[src/rtl/ptw_arbiter.sv]
// ---------------------------------------------------------------------------
// ptw_arbiter
//
// Purpose:
//   Shares one page-table walker between two TLB requesters. Only one walk is
//   in flight at a time. The PTE response goes back to the requester that
//   issued the walk. When both requesters are valid, grants alternate
//   round-robin.
//
// Optional feature (macro PTW_ARB_TIMEOUT_EN):
//   A walk that waits TIMEOUT_CYCLES cycles for the PTW is completed with a
//   zero PTE. The arbiter then discards the late PTW response. Without the
//   macro the arbiter waits indefinitely and timeout_o is tied low.
//
// Ports:
//   clk, rst               clock, asynchronous active-high reset
//   r0_* / r1_*            requester request (valid/ready/vaddr) and
//                          response (valid/ready/pte) channels
//   ptw_req_*, ptw_vaddr_o walk request towards the PTW
//   ptw_resp_*, ptw_pte_i  PTE response from the PTW
//   timeout_o              one-cycle pulse when a walk times out
// ---------------------------------------------------------------------------
module ptw_arbiter #(
  parameter int unsigned TIMEOUT_CYCLES = 256
) (
  input  logic        clk,
  input  logic        rst,
  input  logic        r0_req_valid_i,
  output logic        r0_req_ready_o,
  input  logic [31:0] r0_vaddr_i,
  output logic        r0_resp_valid_o,
  input  logic        r0_resp_ready_i,
  output logic [31:0] r0_pte_o,
  input  logic        r1_req_valid_i,
  output logic        r1_req_ready_o,
  input  logic [31:0] r1_vaddr_i,
  output logic        r1_resp_valid_o,
  input  logic        r1_resp_ready_i,
  output logic [31:0] r1_pte_o,
  output logic        ptw_req_valid_o,
  input  logic        ptw_req_ready_i,
  output logic [31:0] ptw_vaddr_o,
  input  logic        ptw_resp_valid_i,
  output logic        ptw_resp_ready_o,
  input  logic [31:0] ptw_pte_i,
  output logic        timeout_o
);

  typedef enum logic [1:0] {IDLE, SEND, WAIT_RESP, RESPOND} state_t;

  state_t      state, state_next;
  logic        owner, prio;
  logic [31:0] vaddr_q, pte_q;

  logic        grant;
  logic        req_fire;
  logic        resp_fire;
  logic        pte_load;
  logic [31:0] pte_next;
  logic        timeout_hit;
  logic        drain;

  // An out-of-range timeout parameter is rejected at elaboration.
  if (TIMEOUT_CYCLES < 2 || TIMEOUT_CYCLES > 65535) begin : g_bad_timeout
    $error("ptw_arbiter: TIMEOUT_CYCLES must be in 2..65535");
  end

  // Next-state and output decode. Everything defaults to idle/zero.
  always_comb begin
    state_next       = state;
    grant            = 1'b0;
    req_fire         = 1'b0;
    resp_fire        = 1'b0;
    pte_load         = 1'b0;
    pte_next         = ptw_pte_i;
    r0_req_ready_o   = 1'b0;
    r1_req_ready_o   = 1'b0;
    r0_resp_valid_o  = 1'b0;
    r1_resp_valid_o  = 1'b0;
    ptw_req_valid_o  = 1'b0;
    // A pending drain swallows the late PTW response in any state.
    ptw_resp_ready_o = drain;
    case (state)
      IDLE: begin
        // A lone valid requester wins. On a tie, prio decides.
        grant          = (r0_req_valid_i && r1_req_valid_i) ? prio : r1_req_valid_i;
        r0_req_ready_o = r0_req_valid_i && !grant;
        r1_req_ready_o = r1_req_valid_i && grant;
        req_fire       = r0_req_valid_i || r1_req_valid_i;
        if (req_fire) state_next = SEND;
      end
      SEND: begin
        // A new walk must not start until the timed-out one has been drained.
        ptw_req_valid_o = !drain;
        if (!drain && ptw_req_ready_i) state_next = WAIT_RESP;
      end
      WAIT_RESP: begin
        ptw_resp_ready_o = 1'b1;
        if (ptw_resp_valid_i) begin
          pte_load   = 1'b1;
          state_next = RESPOND;
        end else if (timeout_hit) begin
          pte_load   = 1'b1;
          pte_next   = '0;
          state_next = RESPOND;
        end
      end
      RESPOND: begin
        r0_resp_valid_o = !owner;
        r1_resp_valid_o = owner;
        resp_fire       = owner ? r1_resp_ready_i : r0_resp_ready_i;
        if (resp_fire) state_next = IDLE;
      end
      default: state_next = IDLE;
    endcase
  end

  // State register plus walk context. prio flips to the other requester
  // after each completed walk.
  always_ff @(posedge clk or posedge rst) begin
    if (rst) begin
      state   <= IDLE;
      owner   <= 1'b0;
      prio    <= 1'b0;
      vaddr_q <= '0;
      pte_q   <= '0;
    end else begin
      state <= state_next;
      if (req_fire) begin
        owner   <= grant;
        vaddr_q <= grant ? r1_vaddr_i : r0_vaddr_i;
      end
      if (pte_load) pte_q <= pte_next;
      if (resp_fire) prio <= ~owner;
    end
  end

`ifdef PTW_ARB_TIMEOUT_EN
  localparam logic [15:0] TIMEOUT_LAST = 16'(TIMEOUT_CYCLES - 1);

  logic [15:0] tmo_cnt;
  logic        drain_q;

  // A response arriving in the same cycle always beats the timeout.
  assign timeout_hit = (state == WAIT_RESP) && !ptw_resp_valid_i && (tmo_cnt == TIMEOUT_LAST);
  assign drain       = drain_q;

  // The counter is held at zero outside WAIT_RESP, so every entry to
  // WAIT_RESP starts a fresh count.
  always_ff @(posedge clk or posedge rst) begin
    if (rst) begin
      tmo_cnt <= '0;
      drain_q <= 1'b0;
    end else begin
      if (state != WAIT_RESP) tmo_cnt <= '0;
      else                    tmo_cnt <= tmo_cnt + 16'd1;
      if (timeout_hit)                       drain_q <= 1'b1;
      else if (drain_q && ptw_resp_valid_i) drain_q <= 1'b0;
    end
  end
`else
  assign timeout_hit = 1'b0;
  assign drain       = 1'b0;
`endif

  assign timeout_o   = timeout_hit;
  assign ptw_vaddr_o = vaddr_q;
  assign r0_pte_o    = r0_resp_valid_o ? pte_q : '0;
  assign r1_pte_o    = r1_resp_valid_o ? pte_q : '0;

endmodule

[config.mk]
export PLATFORM = sky130hd
export DESIGN_NAME = ptw_arbiter
export DESIGN_NICKNAME = d
export VERILOG_FILES = /design/src/rtl/ptw_arbiter.sv
export SDC_FILE = /design/constraint.sdc
export NUM_CORES = 1
export LEC_CHECK = 0
export CORE_UTILIZATION = 42
export CTS_CLUSTER_DIAMETER = 60
export CTS_CLUSTER_SIZE = 40
export DETAILED_ROUTE_END_ITERATION = 10
export PLACE_DENSITY_LB_ADDON = 0.08
export SLEW_MARGIN = 20
export SYNTH_ARGS = -nofsm -noshare
export SYNTH_HDL_FRONTEND = slang
export SYNTH_SLANG_ARGS = --single-unit
[constraint.sdc]
create_clock -name clk -period 3.29 [get_ports clk]
set_input_delay 0.658 -clock clk [delete_from_list [all_inputs] [get_ports clk]]
set_output_delay 0.658 -clock clk [all_outputs]
set_load 0.005 [all_outputs]
==> impl_metrics.env, run 1 <==
export IMPL_reg2reg_from="state[0]"
export IMPL_pwr_density_cell_nw_per_um2=742
export IMPL_hp_start="ptw_vaddr_o[15]"
export IMPL_fin_worst_skew_ns=0.0114
export IMPL_die_w_um=95.7
export IMPL_drive_gt1_share_pct=12.0
export IMPL_wire_per_inst_um=15.2
export IMPL_coreArea_um2=8340
export IMPL_path_class="flop to primary output"
export IMPL_grt_first_pass_wirelength_mm=15.4
export IMPL_fp_row_count=33
export IMPL_syn_nets=469
export IMPL_layout_nets=654
export IMPL_fmax_mhz=361
export IMPL_power_mw=4.47
export IMPL_die_y_um=95.7
export IMPL_final_area_um2=6020
export IMPL_drt_pass1_iterations=4
export IMPL_grt_max_degree=49
export IMPL_setup_viol_count_final=0
export IMPL_clock_path_buffers=2
export IMPL_portBuffers=205
export IMPL_min_to="ptw_vaddr_o[15]"
export IMPL_clock_latency_ns=0.33
export IMPL_synth_distinct_cells=29
export IMPL_antenna_found_initial=0
export IMPL_synthXorXnorAreaFrac_pct=0
export IMPL_cp_arrival_ns=2.11
export IMPL_final_period_utilization_pct=84.3
export IMPL_postCtsResizedCells=0
export IMPL_syn_avg_cell_area_um2=10.2
export IMPL_cts_buffers_inserted=9
export IMPL_initial_core_util_pct=44.2
export IMPL_cts_tree="yes"
export IMPL_max_stage_delay_ns=0.55
export IMPL_ant_nets=0
export IMPL_cap_violations=0
export IMPL_routed_wirelength_mm=9.97
export IMPL_finalSetupTns_ns=0
export IMPL_synth_top_family_by_area="simple AND/OR/NAND/NOR gates"
export IMPL_crit_path_top_delay_cell="clkdlybuf4s50_1"
export IMPL_remaining_drc_errors=0
export IMPL_viasPerCell=5.16
export IMPL_tightest_slew_ns=0.705
export IMPL_final_common_cell="clkdlybuf4s50_1"
export IMPL_hp_class="flop to flop"
export IMPL_finalCriticalPeriod_ns=2.77
export IMPL_crit_fanout=14
export IMPL_htreeDepth=3
export IMPL_yosysSeqAreaShare_pct=46.1
export IMPL_required_ns=2.63
export IMPL_synthMuxAreaShare_pct=10.6
export IMPL_rsz0062_at_grt="false"
export IMPL_drv_slew=0
export IMPL_hold_viol=0
export IMPL_leakagePower_nw=2.68
export IMPL_first_global_vias=3134
export IMPL_synth_compound_area_share_pct=13.1
export IMPL_drtIter0Drc=69
export IMPL_holdBufCountCts=0
export IMPL_ir_drop_mv=0.368
export IMPL_worstPathCellList="inv_1, ha_1, and3_1, clkdlybuf4s50_1"
export IMPL_antennaDiodeCount=0
export IMPL_die_area_um2=9160
export IMPL_nFillCells=658
export IMPL_synthCells=361
export IMPL_yosys_area_share_simple_pct=23.7
export IMPL_placed_cell_area_um2=5800
export IMPL_reg2reg_slack_ns=1.03
export IMPL_status="complete, no violations"
export IMPL_hold_depth=2
export IMPL_cts_root_buffer="clkbuf_8"
export IMPL_syn_cell_area_um2=3690
export IMPL_max_slew_margin_rel_pct=52.9
export IMPL_netlist_top_cells_area="dfrtp_1 (46%), mux2_2 (9.8%), and3b_1 (7.6%), o31ai_1 (6.5%), and2_1 (5.6%)"
export IMPL_area_growth_syn_to_layout_pct=63.1
export IMPL_timing_rr_end="state[1]"
export IMPL_clock_sinks=68
export IMPL_cts_setup_buffers=0
export IMPL_grt_overflow=0
export IMPL_yosys_area_top_type="dfrtp_1"
export IMPL_clkSlewWorstSetupHoldPaths_ns=0.07
export IMPL_fin_cells=656
export IMPL_ios=207
export IMPL_netlist_area_leader_share_pct=46.1
export IMPL_grt_use_total_pct=21.9
export IMPL_hpwl_mm=7.34
export IMPL_yosysWarnings=0
export IMPL_ys_seq_elements=68
export IMPL_hold_ws_ns=0.475
export IMPL_reg2regPathDepth=6
export IMPL_synthAdderAreaFrac_pct=1.36
export IMPL_vias=3388
export IMPL_final_cell_mix="clkdlybuf4s50_1 (204), dfrtp_1 (68), nand2_1 (36)"
export IMPL_dpl_cell_count=640
export IMPL_globalplace_congestion=0.744
export IMPL_start_kind="flop"
export IMPL_endpoint_kind="primary output"
sequential cells by signal, indices dropped and copies added, names as in the netlist:
| name | cells |
|---|---|
| owner | 1 |
| prio | 1 |
| pte_q | 32 |
| ptw_vaddr_o | 32 |
| state | 2 |
final cells by class:
| type | count | area, µm² | share of cell area, % |
|---|---|---|---|
| timing repair buffer | 214 | 2140 | 35.6 |
| multi-input combinational | 250 | 1820 | 30.2 |
| sequential | 68 | 1700 | 28.3 |
| clock buffer | 12 | 145 | 2.41 |
| tap | 105 | 131 | 2.18 |
| clock inverter | 4 | 72.6 | 1.21 |
| inverter | 3 | 11.3 | 0.187 |
worst max path at each step:
| stage | from | endpoint | depth (start not counted) |
|---|---|---|---|
| after floorplan | rst | owner | 1 |
| after global placement | r0_req_valid_i | r0_req_ready_o | 4 |
| after detailed placement | r0_req_valid_i | r1_req_ready_o | 4 |
| after CTS | state[0] | r1_req_ready_o | 4 |
| after global routing | state[0] | r0_req_ready_o | 5 |
| final | state[0] | r1_req_ready_o | 4 |
stage by stage:
step                utilization [%]  worst slack (ns)
floorplan                         -             0.920
global placement               69.5             0.586
detailed placement             69.5             0.568
CTS                            72.1             0.487
global route                   72.1             0.394
finish                         72.1             0.518
power breakdown:
part / switching (mW) / internal, mW
registers: 0.227 / 1.24
logic: 0.925 / 1.32
clock network: 0.301 / 0.447
synth_stat cells (all sizes together):
library cell	n
dfrtp	68
nand2	36
and2	33
and3	33
mux2	33
a31oi	32
and3b	32
o31ai	32
clkbuf	26
buf	14
ha	4
inv	3
a21oi	2
mux2i	2
nor2b	2
o21ai	2
a2111oi	1
a21o	1
and2b	1
conb	1
nand2b	1
nor2	1
nor3b	1
cell families (layout without fill, tap and decap cells):
kind of cell | count (synthesis) | in the layout
muxes | 35 | 35
AOI/OAI and AO/OA | 70 | 70
other | 1 | 1
DFF | 68 | 68
and+or+nand+nor | 140 | 140
adders and majority gates | 4 | 4
buffers and inverters | 43 | 233
layer usage:
layer	track usage [%]	vias to the layer above	part of all wire, %
li1	-	1661	-
met1	26.5	1572	40
met2	37.8	138	50
met3	5.92	17	8.2
met4	6.97	0	1.8
met5	0	-	0
worst max-delay path, delay by kind of cell, from the launching register on:
kind	cells	cell delay [ns]
buffers and inverters	2	0.66
DFF	1	0.40
adders and majority gates	1	0.47
and+or+nand+nor	1	0.26
(Power assumes the default switching activity.)
==> run 2, diff against run 1 <==
--- a/config.mk
+++ b/config.mk
@@ -5,7 +5,7 @@
 export SDC_FILE = /design/constraint.sdc
 export NUM_CORES = 1
 export LEC_CHECK = 0
-export CORE_UTILIZATION = 42
+export CORE_UTILIZATION = 39
 export CTS_CLUSTER_DIAMETER = 60
 export CTS_CLUSTER_SIZE = 40
 export DETAILED_ROUTE_END_ITERATION = 10
==> constraint.sdc (replaced) <==
create_clock -name clk -period 2.7 [get_ports clk]
set_input_delay 0.54 -clock clk [delete_from_list [all_inputs] [get_ports clk]]
set_output_delay 0.54 -clock clk [all_outputs]
set_load 0.005 [all_outputs]
==> run 2 against run 1 <==
Final cell count is 1.2% higher. Register-to-register slack got worse by 0.25 ns. Power rose by 18%. Routed wire length rose by 5.0%. Non-clock buffer count grew 4. Worst hold slack better by 0.0019 ns. Die area up 7.5%. Sequential share of layout area increased by 0.17 points. Clock power shrank 6.1%. Flip-flop and latch count unchanged. Via count rose by 1.1%. Critical path type unchanged. Critical endpoint is now r1_pte_o[4]. Largest power group unchanged. Highest routed layer unchanged.
==> impl_metrics.env, run 2 (same netlist as run 1, synthesis figures left out) <==
export IMPL_fin_cells=664
export IMPL_drv_slew=0
export IMPL_reg2reg_slack_ns=0.78
export IMPL_cp_top_family="buffers and inverters"
export IMPL_first_global_vias=3198
export IMPL_htreeDepth=3
export IMPL_cts_buffers_inserted=9
export IMPL_antennaDiodeCount=0
export IMPL_hold_ws_ns=0.477
export IMPL_finalSetupTns_ns=0
export IMPL_antenna_found_initial=0
export IMPL_layout_nets=658
export IMPL_final_common_cell="clkdlybuf4s50_1"
export IMPL_routed_wirelength_mm=10.5
export IMPL_status="complete, no violations"
export IMPL_area_growth_syn_to_layout_pct=62.2
export IMPL_vias=3424
export IMPL_ant_nets=0
export IMPL_clock_path_buffers=2
export IMPL_clock_sinks=68
export IMPL_endpoint_kind="primary output"
export IMPL_die_y_um=99.3
export IMPL_fmax_mhz=400
export IMPL_placed_cell_area_um2=5820
export IMPL_power_mw=5.27
export IMPL_internal_power_mw=3.49
export IMPL_die_w_um=99.3
export IMPL_crit_buf_inv=2
export IMPL_rsz0062_at_grt="false"
export IMPL_cp_arrival_ns=1.96
export IMPL_start_kind="flop"
export IMPL_remaining_drc_errors=0
export IMPL_clkSlewWorstSetupHoldPaths_ns=0.07
export IMPL_hp_class="flop to flop"
export IMPL_wire_per_inst_um=15.8
export IMPL_fin_worst_skew_ns=0.00869
export IMPL_cts_tree="yes"
export IMPL_grt_max_degree=69
export IMPL_grt_first_pass_wirelength_mm=16.4
export IMPL_final_cell_mix="clkdlybuf4s50_1 (204), dfrtp_1 (68), nand2_1 (36)"
export IMPL_crit_path_top_delay_cell="clkdlybuf4s50_1"
export IMPL_multi_input_area_um2=1820
export IMPL_grt_use_total_pct=21.4
export IMPL_globalplace_congestion=0.717
export IMPL_ios=207
export IMPL_coreArea_um2=9200
export IMPL_drtIter0Drc=70
export IMPL_worstPathCellList="ha_1, buf_4, and3_2, clkdlybuf4s50_1"
export IMPL_path_class="flop to primary output"
export IMPL_seq_area_um2=1700
export IMPL_hpwl_mm=7.64
export IMPL_ir_drop_mv=0.382
export IMPL_crit_fanout=36
export IMPL_seqPwrFrac_pct=34.1
export IMPL_pwr_density_cell_nw_per_um2=881
export IMPL_die_area_um2=9850
export IMPL_drive_gt1_share_pct=12.5
export IMPL_finalCriticalPeriod_ns=2.50
export IMPL_cap_violations=0
export IMPL_required_ns=2.16
export IMPL_clock_power_share_pct=13.3
export IMPL_final_period_utilization_pct=92.5
export IMPL_setup_viol_count_final=0
export IMPL_max_slew_margin_rel_pct=65.0
export IMPL_drt_pass1_iterations=4
export IMPL_grt_overflow=0
export IMPL_portBuffers=205
export IMPL_tightest_slew_ns=0.525
export IMPL_fp_row_count=35
export IMPL_max_stage_delay_ns=0.50
export IMPL_clock_latency_ns=0.33
export IMPL_netSwitchingPower_mw=1.78
export IMPL_dpl_cell_count=650
export IMPL_viasPerCell=5.16
export IMPL_initial_core_util_pct=40.1
export IMPL_leakagePower_nw=2.67
export IMPL_p_comb_share_pct=52.6
export IMPL_switching_share_pct=33.8
export IMPL_nFillCells=796
export IMPL_hold_viol=0
export IMPL_cts_root_buffer="clkbuf_8"
export IMPL_final_area_um2=5980
[run 2: metal layers]
| metal | track usage, % | wire (µm) |
|---|---|---|
| met4 | 7.35 | 157 |
| met1 | 25.3 | 4290 |
| met2 | 37.5 | 5240 |
| met3 | 5.83 | 781 |
| met5 | 0 | 0 |
[run 2: stage by stage]
step,setup slack (ns),util (%)
final,0.203,65.0
after global routing,0.0857,65.0
after CTS,0.0256,65.0
after detailed placement,0.204,63.3
after global placement,0.214,63.3
after floorplan,0.448,-
[run 2: worst min-delay path: stages, from the launching register on]
cell     delay, ns
dfrtp_1       0.34
nand2_1       0.05
o31ai_1       0.05
[run 2: power by group through the flow]
| stage | combinational [mW] | clock [mW] | sequential, mW |
|---|---|---|---|
| floorplan | 1.39 | 0 | 1.77 |
| global placement | 2.73 | 0 | 1.79 |
| detailed placement | 2.80 | 0 | 1.82 |
| CTS | 2.81 | 0.737 | 1.80 |
| global route | 3.02 | 0.778 | 1.87 |
| finish | 2.77 | 0.702 | 1.80 |
[run 2: final timing paths]
path | start | end | cells after the start
worst max-delay path | state[0] | r1_pte_o[4] | 4
worst min-delay path | ptw_vaddr_o[12] | ptw_vaddr_o[12] | 2
worst max register to register | state[0] | state[1] | 6
worst min register to register | ptw_vaddr_o[12] | ptw_vaddr_o[12] | 2
max in group asynchronous | rst | ptw_vaddr_o[2] | 3
min in group asynchronous | rst | pte_q[29] | 3
[run 2: area by class of cell]
| type | count | area share (%) |
|---|---|---|
| Multi-Input combinational cell | 250 | 30.4 |
| Timing Repair Buffer | 218 | 36.1 |
| Tap cell | 111 | 2.32 |
| Sequential cell | 68 | 28.4 |
| Clock buffer | 11 | 2.36 |
| Inverter | 3 | 0.188 |
| Clock inverter | 3 | 0.251 |
[run 2: repair_timing]
action	CTS	global route
gates resized for setup	0	1
endpoints found under the setup margin	0	20
buffers inserted	0	0
hold buffers	0	0
hold endpoints to repair	0	0
==> run 3, diff against run 2 <==
--- a/config.mk
+++ b/config.mk
@@ -9,6 +9,7 @@
 export CTS_CLUSTER_DIAMETER = 60
 export CTS_CLUSTER_SIZE = 40
 export DETAILED_ROUTE_END_ITERATION = 10
+export HOLD_SLACK_MARGIN = 0.03
 export PLACE_DENSITY_LB_ADDON = 0.08
 export SLEW_MARGIN = 20
 export SYNTH_ARGS = -nofsm -noshare
==> results of run 3 <==
No change in the layout: final DEF, timing and power equal those of run 2.
